## src/rtl/store_buffer.sv

```systemverilog
// Store buffer ahead of the data-memory write port: checks and queues sw/sh/sb
// requests, drains one per cycle in FIFO order, and flags loads that hit a pending store.
module store_buffer #(
  parameter int          DEPTH    = 4,
  parameter int          PW       = 2,
  parameter logic [31:0] ADDR_MAX = 32'h0000_2fff
) (
  input  logic          clk,
  input  logic          reset,
  input  logic          st_valid,
  input  logic [1:0]    st_op,
  input  logic [31:0]   st_addr,
  input  logic [31:0]   st_wdata,
  output logic          st_ready,
  output logic          st_err,
  input  logic          ld_check,
  input  logic [31:0]   ld_addr,
  output logic          ld_hazard,
  input  logic          drain_en,
  output logic          dm_we,
  output logic [31:0]   dm_addr,
  output logic [31:0]   dm_wd,
  output logic [3:0]    dm_be,
  output logic [PW:0]   count,
  output logic          empty,
  output logic          full
);

  // Only the word address is kept; byte position lives in the byte enables.
  logic [29:0]   r_addr  [DEPTH];
  logic [31:0]   r_wdata [DEPTH];
  logic [3:0]    r_be    [DEPTH];
  logic [PW-1:0] r_rd_ptr;
  logic [PW-1:0] r_wr_ptr;
  logic [PW:0]   r_count;
  logic          r_st_err;

  logic          w_bad_op;
  logic          w_bad;
  logic          w_push;
  logic          w_pop;
  logic          w_empty;
  logic          w_full;
  logic [3:0]    w_be;
  logic          w_hazard;
  logic          w_ld_unused;

  function automatic logic [3:0] be_enc(input logic [1:0] op, input logic [1:0] a);
    logic [3:0] be;
    case (op)
      2'b00:   be = 4'b1111;
      2'b01:   be = a[1] ? 4'b1100 : 4'b0011;
      2'b10:   be = 4'b0001 << a;
      default: be = 4'b0000;
    endcase
    return be;
  endfunction

  assign w_empty     = (r_count == (PW+1)'(0));
  assign w_full      = (r_count == (PW+1)'(DEPTH));
  assign w_bad       = w_bad_op || (st_addr > ADDR_MAX);
  assign w_push      = st_valid && !w_full && !w_bad;
  assign w_pop       = !w_empty && drain_en;
  assign w_be        = be_enc(st_op, st_addr[1:0]);
  assign w_ld_unused = ^ld_addr[1:0];

  // Alignment legality per store width.
  always_comb begin
    w_bad_op = 1'b0;
    case (st_op)
      2'b00:   w_bad_op = (st_addr[1:0] != 2'b00);
      2'b01:   w_bad_op = st_addr[0];
      2'b10:   w_bad_op = 1'b0;
      default: w_bad_op = 1'b1;
    endcase
  end

  // FIFO state, entry storage and the error pulse.
  always_ff @(posedge clk) begin
    if (reset) begin
      r_rd_ptr <= '0;
      r_wr_ptr <= '0;
      r_count  <= '0;
      r_st_err <= 1'b0;
    end else begin
      r_st_err <= st_valid && w_bad;
      if (w_push) begin
        r_addr[r_wr_ptr]  <= st_addr[31:2];
        r_wdata[r_wr_ptr] <= st_wdata;
        r_be[r_wr_ptr]    <= w_be;
        r_wr_ptr          <= r_wr_ptr + PW'(1);
      end
      if (w_pop) begin
        r_rd_ptr <= r_rd_ptr + PW'(1);
      end
      case ({w_push, w_pop})
        2'b10:   r_count <= r_count + (PW+1)'(1);
        2'b01:   r_count <= r_count - (PW+1)'(1);
        default: r_count <= r_count;
      endcase
    end
  end

  // Head entry drives the memory port; zeros when nothing is pending.
  always_comb begin
    dm_addr = 32'h0000_0000;
    dm_wd   = 32'h0000_0000;
    dm_be   = 4'b0000;
    if (!w_empty) begin
      dm_addr = {r_addr[r_rd_ptr], 2'b00};
      dm_wd   = r_wdata[r_rd_ptr];
      dm_be   = r_be[r_rd_ptr];
    end else begin
      dm_addr = 32'h0000_0000;
    end
  end

  // An entry is live when its distance from the head is below the occupancy.
  always_comb begin
    w_hazard = 1'b0;
    for (int i = 0; i < DEPTH; i++) begin
      if (({1'b0, PW'(i) - r_rd_ptr} < r_count) && (r_addr[i] == ld_addr[31:2])) begin
        w_hazard = 1'b1;
      end else begin
        w_hazard = w_hazard;
      end
    end
  end

  assign ld_hazard = ld_check && w_hazard;
  assign dm_we     = w_pop && !reset;
  assign st_ready  = !w_full;
  assign st_err    = r_st_err;
  assign count     = r_count;
  assign empty     = w_empty;
  assign full      = w_full;

endmodule

```

## config.mk

```make
export PLATFORM = sky130hd
export DESIGN_NAME = store_buffer
export DESIGN_NICKNAME = d
export VERILOG_FILES = /design/src/rtl/store_buffer.sv
export SDC_FILE = /design/constraint.sdc
export NUM_CORES = 1
export LEC_CHECK = 0
export BUFFER_PORTS_ARGS = -buffer_cell sky130_fd_sc_hd__buf_2
export CAP_MARGIN = 20
export CELL_PAD_IN_SITES_DETAIL_PLACEMENT = 0
export CELL_PAD_IN_SITES_GLOBAL_PLACEMENT = 1
export CORE_ASPECT_RATIO = 1.1
export CORE_MARGIN = 4
export CORE_UTILIZATION = 42
export DETAILED_ROUTE_END_ITERATION = 7
export HOLD_SLACK_MARGIN = 0.02
export PLACE_DENSITY = 0.7
export SLEW_MARGIN = 20
export SYNTH_ARGS = -nofsm -noshare
export SYNTH_HDL_FRONTEND = slang
export SYNTH_SLANG_ARGS = --single-unit
```

## constraint.sdc

```tcl
create_clock -name clk -period 4.3 [get_ports clk]
set_input_delay 0.43 -clock clk [delete_from_list [all_inputs] [get_ports clk]]
set_output_delay 0.43 -clock clk [all_outputs]
set_load 0.01 [all_outputs]
```

==> impl_metrics.env <==
export IMPL_outcome="complete, no violations"
export IMPL_synth_cell_types=37
export IMPL_dr_pass1_iters=5
export IMPL_irDropWorstVdd_v=0.0003510
export IMPL_cts_tree="done"
export IMPL_rr_worst_depth=8
export IMPL_top_layer="met5"
export IMPL_cts_sinks=274
export IMPL_postSynth_asyncResetShare_pct=0
export IMPL_layout_cells_non_filler=1248
export IMPL_drive_gt1_share_pct=33.56
export IMPL_yosysSeqAreaShare_pct=67.58
export IMPL_regToRegStartpoint="count[2]"
export IMPL_area_growth_pct=18.65
export IMPL_cts_hold_buf=0
export IMPL_crit_arrival_ns=2.67
export IMPL_cpPeakStageDelay_ns=0.50
export IMPL_yosysMostFrequentCell="edfxtp_1"
export IMPL_slew_headroom_pct=27.78
export IMPL_slowest_stage="nor4_1"
export IMPL_crit_chain="xor2_1 > nor4_1 > nand4_1 > a2111oi_2 > or4_1 > buf_2"
export IMPL_yosysTopAreaCellShare_pct=65.92
export IMPL_antenna_cells=0
export IMPL_final_hold_violation_count=0
export IMPL_dp_hpwl_um=19180
export IMPL_fin_util_pct=50.92
export IMPL_routed_wl_um=28520
export IMPL_fin_worst_skew_ns=0.01080
export IMPL_synth_edff_count=264
export IMPL_place_inst=1197
export IMPL_p_leak_nw=5.022
export IMPL_grt_use_total_pct=17.96
export IMPL_ys_warn_count=0
export IMPL_fin_tns_setup_ns=0
export IMPL_max_cap_viol_count=0
export IMPL_synthFlopType="edfxtp_1"
export IMPL_cts_made_buffers=29
export IMPL_min_from="st_wdata[3]"
export IMPL_start_util_pct=42.91
export IMPL_cp_startpoint="r_addr[0][6]"
export IMPL_grt_pass1_vias=6933
export IMPL_endpoint_kind="output port"
export IMPL_crit_fanout=2
export IMPL_grt_max_degree=67
export IMPL_fmax_ghz=0.3226
export IMPL_cts_root_buf="clkbuf_16"
export IMPL_synth_common_cells="edfxtp_1, xor2_1, and2_1"
export IMPL_syn_inst=674
export IMPL_wl_per_cell_um=22.85
export IMPL_min_delay_path_class="in2reg"
export IMPL_rr_endpoint="count[2]"
export IMPL_gr_total_overflow=0
export IMPL_cts_clk_slew_worst_paths_ns=0.06
export IMPL_fill_cells=2377
export IMPL_place_congestion=0.8067
export IMPL_io_buffers=175
export IMPL_core_area_sq_um=28030
export IMPL_clkLatencyLatePin_ns=0.53
export IMPL_fin_crit_sh_pct=72.09
export IMPL_slew_violations=0
export IMPL_cts_setup_buffers=0
export IMPL_rows=64
export IMPL_hold_slack_ns=0.1133
export IMPL_antenna_left=0
export IMPL_layout_nets=978
export IMPL_fin_crit_ns=3.100
export IMPL_met2_length_um=14130
export IMPL_io_pins=180
export IMPL_drt_initial_drc_count=384
export IMPL_synth_area_sq_um=12030
export IMPL_seqCellArea_sq_um=8135
export IMPL_total_power_mw=5.426
export IMPL_routed_wl_met3_um=2321
export IMPL_cts_resized=0
export IMPL_die_width_um=169.3
export IMPL_power_density_nw_per_um2=380.2
export IMPL_critPathKind="reg2out"
export IMPL_synthTopCellsByArea="edfxtp_1, mux4_2, xor2_1"
export IMPL_die_area_sq_um=31410
export IMPL_met1_length_um=11440
export IMPL_drc=0
export IMPL_htreeDepth=1
export IMPL_worst_pin_slew_ns=1.083
export IMPL_rrSetupSlack_ns=1.76
export IMPL_yosysTopAreaCell="edfxtp_1"
export IMPL_setup_violations=0
export IMPL_syn_area_per_cell_sq_um=17.84
export IMPL_grt_pass1_wl_um=42460
export IMPL_antenna_found_initial=6
export IMPL_rsz0062_at_grt="no"
export IMPL_vias=6618
export IMPL_critical_path_required_ns=3.87
export IMPL_die_h_um=185.5
export IMPL_via_per_inst=5.303
export IMPL_multi_input_area_sq_um=3732
export IMPL_ys_ff_latch=274
export IMPL_critPathLaunchType="register"
export IMPL_endpoint="ld_hazard"
export IMPL_clock_path_buffers=3
[sequential cells by signal, summed over array words and instances, names as in the netlist, named ones only]
register	count
r_wr_ptr	2
st_err	1
r_addr	120
r_be	16
count	3
r_rd_ptr	2
r_wdata	128
[power by group]
group	total [mW]	internal [mW]	leakage, nW	switching, mW
clock network	2.33	1.37	0.442	0.955
registers	2.92	2.92	2.45	0.000103
logic	0.173	0.0625	2.12	0.111
[stage by stage]
stage               setup slack [ns]  instance area [sq um]
finish                         1.200                  14270
global route                   1.052                  14270
CTS                            1.127                  14270
detailed placement             1.202                  13370
global placement               1.207                  13370
floorplan                      1.105                  12030
[metal layers]
metal	track usage, %	vias to the layer above
li1	-	2996
met1	23.05	3346
met2	30.59	215
met3	5.246	49
met4	4.026	12
met5	0	-
[cell usage in the layout, fill, tap and decap left out, types with 11 or more instances in the layout]
cell,n
edfxtp_1,264
buf_2,175
xor2_1,114
and2_1,67
nor4_1,28
inv_1,11
xnor2_1,12
mux4_2,66
clkbuf_16,32
[logic make-up after synthesis]
kind of cell,after synthesis,synth area share (%)
buffers and inverters,36,1.508
multiplexers,67,12.44
AND/OR/NAND/NOR,139,6.929
flip-flops,274,67.58
AO/OA/AOI/OAI,21,1.228
adder cells (fa/ha/maj),10,1.103
other,1,0.03118
XOR/XNOR,126,9.176
[area by class of cell]
class | count | area share [%]
multi-input cells | 365 | 26.16
flip-flops and latches | 274 | 57.01
clock inverters | 10 | 0.3507
repair buffers | 183 | 6.997
inverters | 12 | 0.3157
clock buffers | 41 | 5.989
well taps | 363 | 3.183
[worst min-delay path by stage]
stage | end | slack [ns] | cells after the start
final | r_wdata[2][3] | 0.11 | 1
after global routing | r_wdata[2][27] | 0.1 | 1
after CTS | r_wdata[1][3] | 0.09 | 1
after detailed placement | count[1] | 0.54 | 2
after global placement | count[1] | 0.53 | 2
after floorplan | r_wr_ptr[1] | 0.52 | 2
[worst max-delay path, delay by kind of cell, from the launching register on]
kind                      cells  cell delay (ns)
buffers and inverters         1             0.14
and+or+nand+nor               3             0.98
xor gates and xnor gates      1             0.24
AOI/OAI and AO/OA             1             0.37
DFF                           1             0.41
Note: power is estimated with default switching activity, not from simulation.
